--- config.mk ---
export PLATFORM = sky130hd
export DESIGN_NAME = tage_update_issuer_flat
export DESIGN_NICKNAME = d
export VERILOG_FILES = /design/src/rtl/tage_update_issuer_if.sv /design/src/rtl/tage_update_issuer.sv /design/src/flat_wrapper.sv
export SDC_FILE = /design/constraint.sdc
export NUM_CORES = 1
export LEC_CHECK = 0
export ABC_AREA = 1
export ABC_CLOCK_PERIOD_IN_PS = 23700
export CORE_ASPECT_RATIO = 1.25
export CORE_MARGIN = 5
export CORE_UTILIZATION = 58
export CTS_BUF_LIST = sky130_fd_sc_hd__clkbuf_8
export DETAILED_ROUTE_END_ITERATION = 6
export HOLD_SLACK_MARGIN = 0.08
export PLACE_DENSITY = 0.9
export SLEW_MARGIN = 20
export SYNTH_ARGS = -nofsm -noshare
export SYNTH_HDL_FRONTEND = slang
export SYNTH_SLANG_ARGS = --single-unit
--- constraint.sdc ---
create_clock -name clock -period 23.7 [get_ports clock]
set_clock_uncertainty 0.05 [all_clocks]
set_input_delay 4.74 -clock clock [delete_from_list [all_inputs] [get_ports clock]]
set_output_delay 4.74 -clock clock [all_outputs]
set_load 0.02 [all_outputs]
--- src/rtl/tage_update_issuer_if.sv ---
// Bundle between the commit stage, the update issuer and the TAGE-SC predictor.
// The master side is the commit stage: it drives the enqueue payload and the stall and flush controls.
// The slave side is tage_update_issuer: it returns enq_ready, the update packet and the event counters.
interface tage_update_issuer_if #(
    parameter int PC_W   = 41,
    parameter int HIST_W = 113,
    parameter int META_W = 223
);
    logic              enq_valid;
    logic              enq_ready;
    logic [PC_W-1:0]   enq_pc;
    logic [HIST_W-1:0] enq_hist;
    logic [META_W-1:0] enq_meta;
    logic [2:0]        enq_slot;
    logic [1:0]        enq_always_taken;
    logic [1:0]        enq_taken;
    logic [1:0]        enq_mispred;

    logic              stall;
    logic              flush;

    logic              upd_valid;
    logic [PC_W-1:0]   upd_pc;
    logic [HIST_W-1:0] upd_hist;
    logic [META_W-1:0] upd_meta;
    logic [2:0]        upd_slot;
    logic [1:0]        upd_always_taken;
    logic [1:0]        upd_taken;
    logic [1:0]        upd_mispred;

    logic [5:0]        perf_issued;
    logic [5:0]        perf_filtered;
    logic [5:0]        perf_full;

    modport master (
        output enq_valid, enq_pc, enq_hist, enq_meta, enq_slot,
               enq_always_taken, enq_taken, enq_mispred, stall, flush,
        input  enq_ready, upd_valid, upd_pc, upd_hist, upd_meta, upd_slot,
               upd_always_taken, upd_taken, upd_mispred,
               perf_issued, perf_filtered, perf_full
    );

    modport slave (
        input  enq_valid, enq_pc, enq_hist, enq_meta, enq_slot,
               enq_always_taken, enq_taken, enq_mispred, stall, flush,
        output enq_ready, upd_valid, upd_pc, upd_hist, upd_meta, upd_slot,
               upd_always_taken, upd_taken, upd_mispred,
               perf_issued, perf_filtered, perf_full
    );
endinterface

--- src/rtl/tage_update_issuer.sv ---
// TAGE update issuer.
// Committed blocks are queued in a small FIFO. Blocks that cannot train the predictor are dropped
// at the input. The head entry is issued into a registered update packet whenever the predictor
// is not stalling.
// The TAGE_UPD_PERF_EN macro enables the issued, filtered and queue-full event counters.
// Without the macro these counters read as zero and no counter flops are built.
module tage_update_issuer #(
    parameter int DEPTH  = 4,
    parameter int PC_W   = 41,
    parameter int HIST_W = 113,
    parameter int META_W = 223
) (
    input  logic                 clock,
    input  logic                 reset,
    tage_update_issuer_if.slave  bus
);
    localparam int              AW       = $clog2(DEPTH);
    localparam int              ENT_W    = PC_W + HIST_W + META_W + 9;
    localparam logic [AW:0]     FULL_CNT = (AW+1)'(DEPTH);
    localparam logic [AW:0]     CNT_ONE  = (AW+1)'(1);
    localparam logic [AW-1:0]   PTR_ONE  = AW'(1);

    typedef logic [ENT_W-1:0] entry_t;

    logic            run_q;
    logic [AW:0]     count_q, count_d;
    logic [AW-1:0]   wr_ptr_q, wr_ptr_d;
    logic [AW-1:0]   rd_ptr_q, rd_ptr_d;
    logic            upd_valid_q, upd_valid_d;
    entry_t          upd_q, upd_d;
    entry_t          mem_q [DEPTH];

    entry_t          enq_entry;
    logic            enq_ready;
    logic            keep;
    logic            accept;
    logic            push;
    logic            pop;

    // There is no same-cycle bypass: a full queue refuses input even when it is issuing.
    assign enq_ready     = (count_q != FULL_CNT);
    assign bus.enq_ready = enq_ready;

    assign enq_entry = {bus.enq_pc, bus.enq_hist, bus.enq_meta, bus.enq_slot,
                        bus.enq_always_taken, bus.enq_taken, bus.enq_mispred};

    // Drop a block that has no valid branch slot.
    // Also drop a correctly predicted block whose every valid slot is always-taken,
    // because such a block cannot train the predictor.
    assign keep = (bus.enq_slot[1:0] != 2'b00) &&
                  !((bus.enq_mispred == 2'b00) &&
                    (!bus.enq_slot[0] || bus.enq_always_taken[0]) &&
                    (!bus.enq_slot[1] || bus.enq_always_taken[1]));

    assign accept = bus.enq_valid && enq_ready && run_q && !bus.flush;
    assign push   = accept && keep;
    assign pop    = run_q && (count_q != '0) && !bus.stall && !bus.flush;

    // The reset release is retimed by one flop, so the first enqueue lands on the second edge after release.
    always_ff @(posedge clock or negedge reset) begin
        if (!reset) begin
            run_q <= 1'b0;
        end else begin
            run_q <= 1'b1;
        end
    end

    // Compute the next pointer, occupancy and update-packet state; a flush overrides everything else.
    always_comb begin
        count_d     = count_q;
        wr_ptr_d    = wr_ptr_q;
        rd_ptr_d    = rd_ptr_q;
        upd_valid_d = pop;
        upd_d       = upd_q;
        if (bus.flush) begin
            count_d  = '0;
            wr_ptr_d = '0;
            rd_ptr_d = '0;
        end else begin
            if (push) begin
                wr_ptr_d = wr_ptr_q + PTR_ONE;
            end
            if (pop) begin
                rd_ptr_d = rd_ptr_q + PTR_ONE;
                upd_d    = mem_q[rd_ptr_q];
            end
            case ({push, pop})
                2'b10:   count_d = count_q + CNT_ONE;
                2'b01:   count_d = count_q - CNT_ONE;
                default: count_d = count_q;
            endcase
        end
    end

    // Queue control and the update packet; reset clears them immediately.
    always_ff @(posedge clock or negedge reset) begin
        if (!reset) begin
            count_q     <= '0;
            wr_ptr_q    <= '0;
            rd_ptr_q    <= '0;
            upd_valid_q <= 1'b0;
            upd_q       <= '0;
        end else begin
            count_q     <= count_d;
            wr_ptr_q    <= wr_ptr_d;
            rd_ptr_q    <= rd_ptr_d;
            upd_valid_q <= upd_valid_d;
            upd_q       <= upd_d;
        end
    end

    // Payload storage needs no reset, because the count decides which entries are live.
    always_ff @(posedge clock) begin
        if (push) begin
            mem_q[wr_ptr_q] <= enq_entry;
        end
    end

    assign bus.upd_valid = upd_valid_q;
    assign {bus.upd_pc, bus.upd_hist, bus.upd_meta, bus.upd_slot,
            bus.upd_always_taken, bus.upd_taken, bus.upd_mispred} = upd_q;

`ifdef TAGE_UPD_PERF_EN
    logic [5:0] perf_issued_q, perf_issued_d;
    logic [5:0] perf_filtered_q, perf_filtered_d;
    logic [5:0] perf_full_q, perf_full_d;
    logic       filtered_evt;
    logic       full_evt;

    assign filtered_evt = accept && !keep;
    assign full_evt     = bus.enq_valid && !enq_ready;

    // Each event bumps its counter by one; the six-bit counters wrap freely.
    always_comb begin
        perf_issued_d   = perf_issued_q   + {5'd0, upd_valid_q};
        perf_filtered_d = perf_filtered_q + {5'd0, filtered_evt};
        perf_full_d     = perf_full_q     + {5'd0, full_evt};
    end

    // Event counter registers.
    always_ff @(posedge clock or negedge reset) begin
        if (!reset) begin
            perf_issued_q   <= '0;
            perf_filtered_q <= '0;
            perf_full_q     <= '0;
        end else begin
            perf_issued_q   <= perf_issued_d;
            perf_filtered_q <= perf_filtered_d;
            perf_full_q     <= perf_full_d;
        end
    end

    assign bus.perf_issued   = perf_issued_q;
    assign bus.perf_filtered = perf_filtered_q;
    assign bus.perf_full     = perf_full_q;
`else
    assign bus.perf_issued   = 6'd0;
    assign bus.perf_filtered = 6'd0;
    assign bus.perf_full     = 6'd0;
`endif
endmodule

--- src/flat_wrapper.sv ---
// flat-port wrapper written by rule: the top's interface ports become plain ports
module tage_update_issuer_flat 
#(
    parameter int DEPTH  = 4,
    parameter int PC_W   = 41,
    parameter int HIST_W = 113,
    parameter int META_W = 223
)
  (clock, reset, bus_enq_valid, bus_enq_pc, bus_enq_hist, bus_enq_meta, bus_enq_slot, bus_enq_always_taken, bus_enq_taken, bus_enq_mispred, bus_stall, bus_flush, bus_enq_ready, bus_upd_valid, bus_upd_pc, bus_upd_hist, bus_upd_meta, bus_upd_slot, bus_upd_always_taken, bus_upd_taken, bus_upd_mispred, bus_perf_issued, bus_perf_filtered, bus_perf_full);
  tage_update_issuer_if #(.PC_W(PC_W), .HIST_W(HIST_W), .META_W(META_W)) bus_i ();
  input  logic clock;
  input  logic reset;
  input wire logic [$bits(bus_i.enq_valid)-1:0] bus_enq_valid;
  input wire logic [$bits(bus_i.enq_pc)-1:0] bus_enq_pc;
  input wire logic [$bits(bus_i.enq_hist)-1:0] bus_enq_hist;
  input wire logic [$bits(bus_i.enq_meta)-1:0] bus_enq_meta;
  input wire logic [$bits(bus_i.enq_slot)-1:0] bus_enq_slot;
  input wire logic [$bits(bus_i.enq_always_taken)-1:0] bus_enq_always_taken;
  input wire logic [$bits(bus_i.enq_taken)-1:0] bus_enq_taken;
  input wire logic [$bits(bus_i.enq_mispred)-1:0] bus_enq_mispred;
  input wire logic [$bits(bus_i.stall)-1:0] bus_stall;
  input wire logic [$bits(bus_i.flush)-1:0] bus_flush;
  output wire logic [$bits(bus_i.enq_ready)-1:0] bus_enq_ready;
  output wire logic [$bits(bus_i.upd_valid)-1:0] bus_upd_valid;
  output wire logic [$bits(bus_i.upd_pc)-1:0] bus_upd_pc;
  output wire logic [$bits(bus_i.upd_hist)-1:0] bus_upd_hist;
  output wire logic [$bits(bus_i.upd_meta)-1:0] bus_upd_meta;
  output wire logic [$bits(bus_i.upd_slot)-1:0] bus_upd_slot;
  output wire logic [$bits(bus_i.upd_always_taken)-1:0] bus_upd_always_taken;
  output wire logic [$bits(bus_i.upd_taken)-1:0] bus_upd_taken;
  output wire logic [$bits(bus_i.upd_mispred)-1:0] bus_upd_mispred;
  output wire logic [$bits(bus_i.perf_issued)-1:0] bus_perf_issued;
  output wire logic [$bits(bus_i.perf_filtered)-1:0] bus_perf_filtered;
  output wire logic [$bits(bus_i.perf_full)-1:0] bus_perf_full;
  assign bus_i.enq_valid = bus_enq_valid;
  assign bus_i.enq_pc = bus_enq_pc;
  assign bus_i.enq_hist = bus_enq_hist;
  assign bus_i.enq_meta = bus_enq_meta;
  assign bus_i.enq_slot = bus_enq_slot;
  assign bus_i.enq_always_taken = bus_enq_always_taken;
  assign bus_i.enq_taken = bus_enq_taken;
  assign bus_i.enq_mispred = bus_enq_mispred;
  assign bus_i.stall = bus_stall;
  assign bus_i.flush = bus_flush;
  assign bus_enq_ready = bus_i.enq_ready;
  assign bus_upd_valid = bus_i.upd_valid;
  assign bus_upd_pc = bus_i.upd_pc;
  assign bus_upd_hist = bus_i.upd_hist;
  assign bus_upd_meta = bus_i.upd_meta;
  assign bus_upd_slot = bus_i.upd_slot;
  assign bus_upd_always_taken = bus_i.upd_always_taken;
  assign bus_upd_taken = bus_i.upd_taken;
  assign bus_upd_mispred = bus_i.upd_mispred;
  assign bus_perf_issued = bus_i.perf_issued;
  assign bus_perf_filtered = bus_i.perf_filtered;
  assign bus_perf_full = bus_i.perf_full;
  tage_update_issuer #(.DEPTH(DEPTH), .PC_W(PC_W), .HIST_W(HIST_W), .META_W(META_W)) u_core (.clock(clock), .reset(reset), .bus(bus_i));
endmodule
# Yosys cells after proc, flatten, opt, wreduce, memory -nomap -nowiden
# Memories as Yosys holds them, arrays and structs flattened. A register that Yosys moved wholly into a read port is not among the register bits.
# Index checks and enable logic that the tools add are counted.
word_totals:
  mem_bits_rw: 1544
  mem_count: 1
  register_bits: 9
  inputBits: 391
  output_inout_bits: 406
classes:
  n_eq_ne: 3
  addsub: 4
  bitwise: 1
  mux: 8
  reduce_logical: 25
mem_list:
  columns: ["memory", "words", "width", "rd", "rd_clocked_by_memory_dff", "write_ports", "line", "source"]
  rows:
  - ["u_core.mem_q", 4, 386, 1, 1, 1, "tage_update_issuer.sv:31", "entry_t mem_q [DEPTH];"]
op_table:
  columns: ["cell", "count"]
  rows:
  - ["$logic_and A1 B1 Y1", 10]
  - ["$mux W2", 4]
  - ["$logic_not A1 Y1", 6]
  - ["$pmux W3 S2", 1]
  - ["$reduce_bool A2 Y1", 3]
  - ["$reduce_bool A3 Y1", 2]
  - ["$add A2 B1 Y2 const B", 2]
  - ["$add A3 B1 Y3 const B", 1]
  - ["$mux W3", 1]
  - ["$ne A3 B3 Y1 const B", 1]
  - ["$sub A3 B1 Y3 const B", 1]
  - ["$eq A2 B1 Y1 const B", 1]
  - ["$eq A2 B2 Y1 const B", 1]
  - ["$logic_not A2 Y1", 1]
  - ["$logic_or A1 B1 Y1", 2]
  - ["$mux W1", 2]
  - ["$reduce_and A2 Y1", 1]
  - ["$not A1 Y1", 1]

# Logic depth before layout (Yosys ltp)
logic_depth:
  depth_word: 10
  depth_mapped: 14

# Least setup slack after synthesis
# OpenSTA, ideal clock, no wires.
synth_path:
  path_kind: "input to register"
  start: "in bus_enq_valid"
  end: "mem u_core.mem_q[0][0] (netlist bit) (enable)"
  path_stages: 4
  arrival_time_ps: 21156
  slack_ps: 1350
  path_cell_list: "nand2_1 > nor2_1 > nand4_1 > nor2_1"
synth_between:
  elab_chain_len: 6
synth_lines:
  columns: ["item", "line", "source"]
  rows:
  - ["start, declared", "flat_wrapper.sv:13", "input wire logic [$bits(bus_i.enq_valid)-1:0] bus_enq_valid;"]
  - ["$logic_and A1 B1 Y1 (3 in series)", "tage_update_issuer.sv:55", "assign accept = bus.enq_valid && enq_ready && run_q && !bus.flush;"]
  - ["$logic_and A1 B1 Y1", "tage_update_issuer.sv:56", "assign push = accept && keep;"]
  - ["$mux W1", "tage_update_issuer.sv:114", "if (push) begin"]
  - ["$mux W1 (not written as such)", "tage_update_issuer.sv:115", "mem_q[wr_ptr_q] <= enq_entry;"]
  - ["end, declared", "tage_update_issuer.sv:31", null]
# No other way between the ends.

# Worst setup path after layout
layout_path:
  start: "in bus_enq_slot[0]"
  end: "mem u_core.mem_q[0][81] (netlist bit) (enable)"
layout_between:
  elab_chain_len: 9
layout_lines:
  columns: ["item", "line", "source"]
  rows:
  - ["start, declared", "flat_wrapper.sv:17", "input wire logic [$bits(bus_i.enq_slot)-1:0] bus_enq_slot;"]
  - ["$logic_not A1 Y1", "tage_update_issuer.sv:52", "(!bus.enq_slot[0] || bus.enq_always_taken[0]) &&"]
  - ["$logic_or A1 B1 Y1", "tage_update_issuer.sv:52", null]
  - ["$logic_and A1 B1 Y1", "tage_update_issuer.sv:51", "!((bus.enq_mispred == 2'b00) &&"]
  - ["$logic_and A1 B1 Y1", "tage_update_issuer.sv:52", null]
  - ["$logic_not A1 Y1", "tage_update_issuer.sv:51", null]
  - ["$logic_and A1 B1 Y1 (*)", "tage_update_issuer.sv:50", "assign keep = (bus.enq_slot[1:0] != 2'b00) &&"]
  - ["$logic_and A1 B1 Y1 (*)", "tage_update_issuer.sv:56", null]
  - ["$mux W1 (*)", "tage_update_issuer.sv:114", null]
  - ["$mux W1 (not written as such) (*)", "tage_update_issuer.sv:115", null]
# Every way passes the cells marked *; elsewhere a longest branch is shown, timed or not.

==> results.cfg <==
[status]
status = finished clean

[worst_setup_path]
worst_path_most_repeated_cell = buf_4
cp-end-kind = flop
path_cells = clkdlybuf4s50_1 -> nor2_1 -> nor2_1 -> nand4_1 -> nor2_4 -> buf_4 -> buf_4 -> buf_4
rr_startpoint = u_core.count_q[1]
cp_slowest_stage_delay_ns = 0.98
reg2reg_to = u_core.mem_q[0][81]
required_ns = 24.20
critPathMaxFanout = 68
cpMaxStageDelayCell = buf_4
ff2ff_path_depth = 7
reg2reg_slack_ns = 18.42
crit_type = input port to flop
cp_num_buf_inv = 4
critPathTopFamily = buffers and inverters
startpoint_type = input port
crit_arrival_ns = 9.71

[die]
die_width_um = 328
die_h_um = 407
row_count = 145
core_um2 = 125000
start_util = 0.585
die_area_um2 = 134000
ios = 797

[timing]
relSlewSlack = 0.228
max_slew.worst_pin.slew_ns = 1.16
setup_viol = 0
rsz0062_at_grt = no
fin_crit_sh = 0.389
fin_crit_ns = 9.22
setup_tns_ns = 0
finalHoldViolCount = 0
max_clock_freq_mhz = 108
slew_violations = 0

[worst_hold_path]
hold-path-endpoint = u_core.upd_q[258]
holdCritPathClass = flop to flop
hold_start = u_core.upd_q[258]
hold_depth = 1

[clock_network]
path_clk_slew_ns = 0.07
cts_resized = 0
clk_path_buf_depth = 4
root_buffer = clkbuf_8
numClockSinks = 1939
postCtsHoldBufs = 0
htree_levels = 5
worstSkewPairLatency_ns = 0.99
post_cts_buffers = 0
cts_tree = done
numCtsBuffers = 299

[job]
cap_violations = 0

[detailed_routing]
vias_per_cell = 6.17
dr.pass1.iters = 6
drtIter0Drc = 5595
routed_wl_um = 202000
ant_nets = 0
vias = 46200
wl_per_cell_um = 26.9
drc = 0

[pwr]
clkPwrFrac = 0.281
internal-power_w = 0.00664
swShare = 0.305
power_switching_w = 0.00292
p_leak_nw = 31.1
p_per_area_nw_per_um2 = 109
ir_drop_uv = 99.5
combPwrFrac = 0.259
pwr-share-seq = 0.460
power_w = 0.00955

[synth]
syn_inst = 4643
ys_types = 28
synth_top_cells_by_area = edfxtp_1 63%, dfrtp_1 13%, mux2_4 6.1%
avgSynthCellArea_um2 = 15.8
yosys.area.top_type = edfxtp_1
yosys_warnings = 0
seq_area_frac_synth = 0.768
synth_top_area_share = 0.633
ys_ff_latch = 1939
synth_area_um2 = 73300

[global_routing]
antenna_found_initial = 91
top_usage_layer = met2
grt_usage = 0.290
grt_max_degree = 194
met1_usage = 0.338
grt_use_met3 = 0.0707
grt_pass1_wl_um = 294000
use_met2 = 0.471
globalRouteOverflowTotal = 0
grt_pass1_vias = 47500

[placed_design]
numPortBuffers = 778
place_area_um2 = 81800
gp_congestion = 0.837
dp_hpwl_um = 112000

[layout]
nets = 5875
drive_gt1_frac = 0.149
synthToLayoutAreaGrowth_pct = 19.7
final_cell_area_um2 = 87800
==> layer usage <==
layer  up-vias  wire [um]  share of wire
li1      19200          -              -
met5         -         96        0.00048
met4        14      16400          0.081
met2      3474      99400           0.49
met1     22800      66200           0.33
met3       749      19600          0.097
==> power by group through the flow <==
stage / combinational (W) / clock [W] / sequential, W
floorplan: 0.000949 / 0 / 0.00475
global placement: 0.00232 / 0 / 0.00441
detailed placement: 0.00243 / 0 / 0.00442
CTS: 0.00246 / 0.00270 / 0.00438
global route: 0.00257 / 0.00287 / 0.00442
finish: 0.00247 / 0.00269 / 0.00439
==> cell usage after synthesis (all sizes together) <==
cell type	n
nand3	7
nor2	781
clkbuf	130
o21ai	775
ha	4
nand4	1
nand3b	1
a21oi	2
mux2	386
conb	2
xnor2	1
edfxtp	1544
inv	19
o22ai	386
dfrtp	395
fa	1
buf	187
nand2	21
==> registers in the layout, indices dropped and copies added, names as in the netlist <==
register              count
u_core.wr_ptr_q           2
u_core.rd_ptr_q           2
u_core.mem_q           1544
u_core.count_q            3
u_core.bus.upd_valid      1
u_core.upd_q            386
u_core.run_q              1
==> cells in the final DEF (no fill, tap or decap), types with 4 or more instances in the layout <==
cell type / instances
edfxtp_1: 1544
clkdlybuf4s50_1: 777
nor2_1: 776
dfrtp_1: 393
o21ai_0: 391
o22ai_1: 386
o21ai_1: 384
clkbuf_8: 340
mux2_4: 300
inv_1: 107
diode_2: 90
mux2_2: 86
buf_4: 47
clkinv_1: 43
clkinv_2: 38
nand2_1: 20
conb_1: 19
clkinvlp_4: 10
buf_12: 10
nand3_1: 7
bufinv_16: 7
nor2_4: 5
ha_1: 4
==> worst max-delay path by stage <==
stage	cells past startpoint	start	slack, ns	endpoint
3_3_place_gp	8	bus_enq_slot[0]	13.20	u_core.mem_q[0][71]
4_1_cts	8	bus_enq_slot[0]	14.10	u_core.mem_q[0][81]
6_report	8	bus_enq_slot[0]	14.48	u_core.mem_q[0][81]
5_1_grt	8	bus_enq_slot[0]	14.44	u_core.mem_q[0][81]
2_1_floorplan	4	bus_enq_valid	1.35	u_core.mem_q[0][0]
3_5_place_dp	8	bus_enq_slot[0]	13.15	u_core.mem_q[0][97]
==> layout make-up <==
type | count | area [um^2]
Sequential cell | 1939 | 56300
Fill cell | 6969 | 37600
Multi-Input combinational cell | 2385 | 15000
Timing Repair Buffer | 835 | 8350
Clock buffer | 340 | 4680
Tap cell | 1690 | 2110
Clock inverter | 191 | 996
Antenna cell | 90 | 225
Inverter | 19 | 95.1
==> cell families (layout without fill, tap and decap cells) <==
kind of cell	Yosys count	in the layout	synth area share
flip-flops	1939	1939	0.768
AO/OA/AOI/OAI	1163	1163	0.0860
AND/OR/NAND/NOR	811	811	0.0421
multiplexers	386	386	0.0747
buffers and inverters	336	1385	0.0285
adder cells (fa/ha/maj)	5	5	0.000956
other	2	109	0.000102
XOR/XNOR	1	1	0.000120
==> per-stage QoR <==
step | setup slack [ns] | utilization | hold WS (ns) | instances
floorplan | 1.35 | - | 0.453 | 4660
global placement | 13.20 | 0.653 | 0.440 | 6866
detailed placement | 13.15 | 0.653 | 0.445 | 6867
CTS | 14.10 | 0.698 | 0.464 | 7398
global route | 14.44 | 0.700 | 0.477 | 7478
finish | 14.48 | 0.700 | 0.462 | 7489
Power figures use the tool's default switching activity.
